## src/rtl/pio_input_shift_register_if.sv

```systemverilog
// RX FIFO handshake between the ISR stage (master) and the FIFO (slave).
interface pio_input_shift_register_if #(parameter int WIDTH = 32);
  logic [WIDTH-1:0] rx_data;
  logic             rx_valid;
  logic             rx_ready;

  modport master (output rx_data, rx_valid, input rx_ready);
  modport slave  (input rx_data, rx_valid, output rx_ready);
endinterface

```

## src/rtl/pio_input_shift_register.sv

```systemverilog
// PIO input shift register: shifts pin bits into the ISR and hands completed
// words to the RX FIFO via explicit PUSH or autopush, with a one-word output buffer.
module pio_input_shift_register #(
  parameter int WIDTH = 32,
  localparam int CW   = $clog2(WIDTH) + 1
) (
  input  logic                 clock,
  input  logic                 reset_n,
  input  logic                 cfg_shiftRight,
  input  logic                 cfg_autoPush,
  input  logic [CW-1:0]        cfg_pushThresh,
  input  logic [WIDTH-1:0]     pin_data,
  input  logic                 in_valid,
  input  logic [CW-1:0]        in_bitCount,
  input  logic                 push_req,
  input  logic                 push_block,
  input  logic                 push_ifFull,
  input  logic                 clear,
  pio_input_shift_register_if.master rx,
  output logic [WIDTH-1:0]     isr_value,
  output logic [CW-1:0]        shift_count,
  output logic                 stall
);
  typedef enum logic {IDLE, FULL} state_t;

  localparam logic [WIDTH-1:0] ONE = WIDTH'(1);
  localparam logic [CW-1:0]    WMAX = CW'(WIDTH);

  state_t           state;
  logic [WIDTH-1:0] isr, rxData, shifted, mask;
  logic [CW-1:0]    cnt, n, thr, satCount;
  logic [CW:0]      sum;
  logic             rxValid, outFree, pushEff, autoHit;

  // Zero encodes the full width for both bit count and threshold.
  assign n   = (in_bitCount == '0) ? WMAX : in_bitCount;
  assign thr = (cfg_pushThresh == '0) ? WMAX : cfg_pushThresh;

  assign sum      = {1'b0, cnt} + {1'b0, n};
  assign satCount = (sum > {1'b0, WMAX}) ? WMAX : sum[CW-1:0];

  always_comb begin
    mask    = (ONE << n) - ONE;
    shifted = pin_data;
    if (n != WMAX) begin
      if (cfg_shiftRight) shifted = (isr >> n) | (pin_data << (WMAX - n));
      else                shifted = (isr << n) | (pin_data & mask);
    end
  end

  // The buffer is free if empty or if its word leaves on this same edge.
  assign outFree = (state == IDLE) || rx.rx_ready;
  assign pushEff = !(push_ifFull && (cnt < thr));
  assign autoHit = cfg_autoPush && (satCount >= thr);

  assign stall = (in_valid && push_req) ||
                 ((state == FULL) && !rx.rx_ready &&
                  ((in_valid && autoHit) || (push_req && push_block && pushEff)));

  always_ff @(posedge clock or negedge reset_n) begin
    if (!reset_n) begin
      state   <= IDLE;
      isr     <= '0;
      cnt     <= '0;
      rxData  <= '0;
      rxValid <= 1'b0;
    end else begin
      if (rxValid && rx.rx_ready) begin
        state   <= IDLE;
        rxValid <= 1'b0;
      end
      if (clear) begin
        isr <= '0;
        cnt <= '0;
      end else if (push_req) begin
        if (pushEff && outFree) begin
          rxData  <= isr;
          rxValid <= 1'b1;
          state   <= FULL;
          isr     <= '0;
          cnt     <= '0;
        end else if (pushEff && !push_block) begin
          // Non-blocking push into an occupied buffer drops the word.
          isr <= '0;
          cnt <= '0;
        end
      end else if (in_valid) begin
        if (autoHit) begin
          if (outFree) begin
            rxData  <= shifted;
            rxValid <= 1'b1;
            state   <= FULL;
            isr     <= '0;
            cnt     <= '0;
          end
        end else begin
          isr <= shifted;
          cnt <= satCount;
        end
      end
    end
  end

  assign rx.rx_data  = rxData;
  assign rx.rx_valid = rxValid;
  assign isr_value   = isr;
  assign shift_count = cnt;
endmodule

```

## src/flat_wrapper.sv

```systemverilog
// flat-port wrapper written by rule: the top's interface ports become plain ports
module pio_input_shift_register_flat 
#(
  parameter int WIDTH = 32,
  localparam int CW   = $clog2(WIDTH) + 1
)
  (clock, reset_n, cfg_shiftRight, cfg_autoPush, cfg_pushThresh, pin_data, in_valid, in_bitCount, push_req, push_block, push_ifFull, clear, isr_value, shift_count, stall, rx_rx_data, rx_rx_valid, rx_rx_ready);
  pio_input_shift_register_if #(.WIDTH(WIDTH)) rx_i ();
  input  logic clock;
  input  logic reset_n;
  input  logic cfg_shiftRight;
  input  logic cfg_autoPush;
  input  logic [CW-1:0] cfg_pushThresh;
  input  logic [WIDTH-1:0] pin_data;
  input  logic in_valid;
  input  logic [CW-1:0] in_bitCount;
  input  logic push_req;
  input  logic push_block;
  input  logic push_ifFull;
  input  logic clear;
  output logic [WIDTH-1:0] isr_value;
  output logic [CW-1:0] shift_count;
  output logic stall;
  output wire logic [$bits(rx_i.rx_data)-1:0] rx_rx_data;
  output wire logic [$bits(rx_i.rx_valid)-1:0] rx_rx_valid;
  input wire logic [$bits(rx_i.rx_ready)-1:0] rx_rx_ready;
  assign rx_rx_data = rx_i.rx_data;
  assign rx_rx_valid = rx_i.rx_valid;
  assign rx_i.rx_ready = rx_rx_ready;
  pio_input_shift_register #(.WIDTH(WIDTH)) u_core (.clock(clock), .reset_n(reset_n), .cfg_shiftRight(cfg_shiftRight), .cfg_autoPush(cfg_autoPush), .cfg_pushThresh(cfg_pushThresh), .pin_data(pin_data), .in_valid(in_valid), .in_bitCount(in_bitCount), .push_req(push_req), .push_block(push_block), .push_ifFull(push_ifFull), .clear(clear), .rx(rx_i), .isr_value(isr_value), .shift_count(shift_count), .stall(stall));
endmodule
```

## config.mk

```make
export PLATFORM = sky130hd
export DESIGN_NAME = pio_input_shift_register_flat
export DESIGN_NICKNAME = d
export VERILOG_FILES = /design/src/rtl/pio_input_shift_register_if.sv /design/src/rtl/pio_input_shift_register.sv /design/src/flat_wrapper.sv
export SDC_FILE = /design/constraint.sdc
export NUM_CORES = 1
export LEC_CHECK = 0
export CELL_PAD_IN_SITES_DETAIL_PLACEMENT = 1
export CELL_PAD_IN_SITES_GLOBAL_PLACEMENT = 1
export CORE_MARGIN = 5
export CORE_UTILIZATION = 40
export DETAILED_ROUTE_END_ITERATION = 6
export PLACE_DENSITY_LB_ADDON = 0.15
export SYNTH_ARGS = -nofsm -noshare
export SYNTH_HDL_FRONTEND = slang
export SYNTH_SLANG_ARGS = --single-unit
```

## constraint.sdc

```tcl
create_clock -name clock -period 12.6 [get_ports clock]
set_input_delay 3.15 -clock clock [delete_from_list [all_inputs] [get_ports clock]]
set_output_delay 3.15 -clock clock [all_outputs]
set_load 0.005 [all_outputs]
```

# After elaboration in Yosys (flattened, before gate mapping)
# Index checks and enable logic that the tools add are counted.
# totals
ram_bits,0
output_inout_bits,72
in_bits,54
romBits,0
register_bits,72
latch_bits,0
n_memories,0
# classes
mul,0
n_eq_ne,4
n_div,0
n_addsub,3
bitwise,5
n_mux,38
n_reduce_logical,25
n_shift,4
magnitude_cmp,3
# ops
op,count
2-to-1 mux 32 bit,14
bitwise OR 32 bit,2
left shift 32 x 6 -> 32 bit,2
2-to-1 mux 6 bit,10
AND 32 bit,1
left shift 1 x 6 -> 32 bit (first input constant),1
>> shifter 32 x 6 -> 32 bit,1
subtractor 32 x 1 -> 32 bit (second input constant),1
2-to-1 mux 1 bit,14
logical NOT 6 bit,2
logical AND 1 bit,11
adder 6 x 6 -> 7 bit,1
> comparator 7 x 6 -> 1 bit (second input constant),1
>= comparator 6 bit,1
< comparator 6 bit,1
!= test 6 bit (second input constant),1
nonzero test 2 bit,3
subtractor 6 bit (first input constant),1
AND reduction 5 bit,1
!= test 4 x 1 -> 1 bit (second input constant),1
!= test 4 x 3 -> 1 bit (second input constant),1
logical NOT 1 bit,3
logical OR 1 bit,3
AND reduction 3 bit,1
other kinds (3),4

# Logic depth before layout (Yosys ltp)
# depth
depth_word,12
ltp_mapped,31
ltp_nobuf,23

# Least setup slack after synthesis
# Ideal clock, no wire load.
# synth_timing
path_kind,in2out
from,input port in_bitCount[0]
to,output port stall
stages,26
arrival_ns,7.965
required_time_ns,9.450
path_slack_ns,1.485
n_path_buf,6
cell_sequence,buf_4 -> clkinv_1 -> clkbuf_1 -> clkbuf_1 -> ha_1 -> nand2b_1 -> buf_4 -> o21ai_4 -> inv_2 -> buf_6 -> buf_2 -> ha_1 -> ha_1 -> a311oi_1 -> o21bai_1 -> a21oi_1 -> xnor2_1 -> a211oi_1 -> a311o_1 -> and3b_1 -> ha_1 -> a21o_1 -> a21oi_1 -> o21ai_0 -> nand3_1 -> o2bb2ai_1
# synth_via
elab_chain_len,11
# synth_rtl
item,line,rtl
from (decl),flat_wrapper.sv:16,input logic [CW-1:0] in_bitCount;
logical NOT 6 bit,pio_input_shift_register.sv:36,assign n = (in_bitCount == '0) ? WMAX : in_bitCount;
2-to-1 mux 6 bit (*),pio_input_shift_register.sv:36,
adder 6 x 6 -> 7 bit (*),pio_input_shift_register.sv:39,"assign sum = {1'b0, cnt} + {1'b0, n};"
> comparator 7 x 6 -> 1 bit,pio_input_shift_register.sv:40,"assign satCount = (sum > {1'b0, WMAX}) ? WMAX : sum[CW-1:0];"
2-to-1 mux 6 bit (*),pio_input_shift_register.sv:40,
>= comparator 6 bit (*),pio_input_shift_register.sv:54,assign autoHit = cfg_autoPush && (satCount >= thr);
logical AND 1 bit (*),pio_input_shift_register.sv:54,
logical AND 1 bit (*),pio_input_shift_register.sv:58,((in_valid && autoHit) || (push_req && push_block && pushEff)));
logical OR 1 bit (*),pio_input_shift_register.sv:58,
logical AND 1 bit (*),pio_input_shift_register.sv:57,((state == FULL) && !rx.rx_ready &&
logical OR 1 bit (*),pio_input_shift_register.sv:56,assign stall = (in_valid && push_req) ||
to (decl),flat_wrapper.sv:23,output logic stall;
# Mark *: on every way between the ends. The rest lies on a longest branch, timed or not.

# Worst setup path in the final report
# layout_timing
from,input port in_bitCount[5]
to,output port stall
# The elaborated chain is that of the path after synthesis.

==> results.toml <==
[die]
core.rowCount = 65
io_pins = 126
dieWidth_um = 189
core_region_area_um2 = 31600
die_area_um2 = 35800
start_util_pct = 40.6
die_h_um = 189

[sta]
setup_viol = 0
setup_tns_ns = 0
maxSlewViolCount = 0
rsz0062_at_grt = "no"
tightest_slew_ns = 1.40
fmax_mhz = 87.4
finalHoldViolCount = 0
relSlewSlack_pct = 5.30
finalCritPeriodShare_pct = 90.8
finClkSkew_ns = 0.0113
setup_ws_ns = 1.16
period_needed_ns = 11.44

[placement]
dp_hpwl_mm = 61.0
place_ws_ns = 1.24
dpl_cell_area_um2 = 14200
io_buffers = 125
dp.cells = 2164
gp_congestion = 1.08

[layout]
syn_to_final_growth_pct = 12.8
nNetsFinal = 1851
nFillCells = 3934
stdcell_count = 2181
drive_gt1_share_pct = 10.3
final_cell_area_um2 = 14500

[worst_setup_path]
critPathArrivalTime_ns = 8.29
worst-path-stages = 20
startpoint_type = "input port"
crit_path_end_kind = "output port"
critPathBufInv = 3
r2r_start = "u_core.shift_count[0]"
required_ns = 9.45
critPathLaunch = "in_bitCount[5]"
path_delay_family = "compound AO/OA/AOI/OAI gates"
crit_fanout = 14
worstPathCellList = "clkdlybuf4s50_1 -> or3_2 -> o21ai_2 -> buf_4 -> xnor2_1 -> ha_1 -> a311oi_1 -> o21bai_1 -> a21oi_1 -> xnor2_1 -> a211oi_1 -> a311o_1 -> and3b_1 -> ha_1 -> a21o_1 -> a21oi_1 -> o21ai_0 -> nand3_1 -> o2bb2ai_1 -> clkdlybuf4s50_1"
ff2ff_path_depth = 19
slowest_stage = "or3_2"
max_stage_delay_ns = 0.57
crit_type = "in2out"

[logic_synthesis]
ys_warn_count = 0
syn-cell-area_um2 = 12800
synth-edff-count = 0
yosys-top-cells-area = "dfrtp_1 (14%), mux2i_1 (6.5%), nand2_1 (4.7%)"
yosysUniqueCellTypes = 106
synthArstFlopShare_pct = 100
avgSynthCellArea_um2 = 7.22
syn_inst = 1777
ys.flop_type = "dfrtp_1"
synth.most_common_cell = "nand2_1"
netlist_top_cells_count = "nand2_1 (162), nor2_1 (120), o21ai_0 (120), a21oi_1 (111), clkbuf_1 (110)"
ys_ff_latch = 72
ys_seq_area_share_pct = 14.0
synth_nets = 1855
yosysTopAreaCellShare_pct = 14.0
yosys.area.top_type = "dfrtp_1"

[cts]
ctsResizeCount = 0
ctsHoldBuffers = 0
post_cts_buffers = 0
clockRootBuffer = "clkbuf_16"
clkTransAtPathRegs_ns = 0.06
clk_path_buf_depth = 2
cts_tree = "built"
htree_num_levels = 3
clk_latency_ns = 0.36
cts_buffers = 9
cts.sinks = 72

[routing]
dr.pass1.iters = 6
drc = 0
wl_per_cell_um = 37.8
totalWireLength_mm = 82.4
ant_nets = 0
drt-initial-drc-count = 2691
vias_per_cell = 7.83
num_vias = 17100

[power]
leakage_nw = 5.36
pwr_density_cell_nw_per_um2 = 86.6
ir_drop_v = 0.0000838
power_mw = 1.25

[global_route]
antenna_found_initial = 2
grtUsageTotal_pct = 44.2
grt_max_degree = 73
grt_pass1_wl_mm = 119
grt_pass1_vias = 16400
grt.overflow.total = 0

[min_path]
hp-start = "u_core.rx.rx_data[20]"
hold_path_class = "reg2reg"
holdPathStages = 2

[flow_run]
max_cap_viol_count = 0

[status]
status = "complete, no violations"
[state kept, by name (all words and copies together) (netlist names)]
| signal | count |
|---|---|
| u_core.shift_count | 6 |
| u_core.isr_value | 32 |
| u_core.state | 1 |
| u_core.rx.rx_valid | 1 |
| u_core.rx.rx_data | 32 |
[layout make-up]
| type | count | area [µm²] | area share (%) |
|---|---|---|---|
| Multi-Input combinational cell | 1458 | 10000 | 69.2 |
| Sequential cell | 72 | 1800 | 12.4 |
| Tap cell | 402 | 503 | 3.48 |
| Clock buffer | 12 | 256 | 1.77 |
| Timing Repair Buffer | 185 | 1690 | 11.7 |
| Antenna cell | 1 | 2.50 | 0.0173 |
| Clock inverter | 4 | 35.0 | 0.242 |
| Inverter | 47 | 176 | 1.22 |
[cells in the final DEF, fill, tap and decap left out, types with 22 or more instances in the layout]
master and n:
a211oi_1 36, a21oi_1 111, a221oi_1 23, a31oi_1 41, and3_1 22, buf_4 64
clkdlybuf4s50_1 120, dfrtp_1 72, ha_1 23, inv_1 41, mux2_2 26, mux2i_1 83
nand2_1 162, nand2b_1 28, nand3_1 71, nor2_1 119, nor3_1 37, o211ai_1 64
o21ai_0 120, o22ai_1 26, o31ai_1 25
[through the flow]
step	hold WS (ns)	utilization, %
final	0.506	45.7
after global routing	0.535	45.7
after CTS	0.509	45.7
after detailed placement	0.478	44.8
after global placement	0.461	44.8
after floorplan	0.441	-
[path summary, 6_finish.rpt]
check / endpoint / slack [ns]
max: stall / 1.16
min: u_core.rx.rx_data[20] / 0.51
max reg2reg: u_core.rx.rx_data[29] / 7.65
min reg2reg: u_core.rx.rx_data[20] / 0.51
max in group asynchronous: u_core.isr_value[21] / 9.03
min in group asynchronous: u_core.rx.rx_data[12] / 2.94
[power breakdown]
| part | total (mW) | switching (mW) | internal, mW |
|---|---|---|---|
| sequential | 0.318 | 0.0517 | 0.266 |
| combinational | 0.683 | 0.435 | 0.247 |
| clock | 0.253 | 0.107 | 0.146 |
[worst min-delay path, stage by stage, from the launching register on]
cell	delay [ns]
dfrtp_1	0.34
nand2_1	0.05
o211ai_1	0.07
[cells by family (layout without fill, tap and decap cells)]
family | Yosys count | after routing | synth area share (%)
other cells | 0 | 1 | 0
mux | 119 | 119 | 10.4
buf+inv | 247 | 248 | 8.40
fa+ha+maj | 24 | 24 | 2.34
compound gates | 735 | 735 | 41.8
simple gates | 563 | 563 | 21.8
xor+xnor | 17 | 17 | 1.16
flops | 72 | 72 | 14.0
[routing by layer]
layer / part of all wire, % / vias up / GRT usage [%]
li1: - / 6898 / -
met1: 39 / 8514 / 59.2
met2: 40 / 1350 / 62.6
met3: 14 / 316 / 15.0
met4: 7.3 / 0 / 23.6
met5: 0 / - / 0
Note: power is estimated with default switching activity, not from simulation.
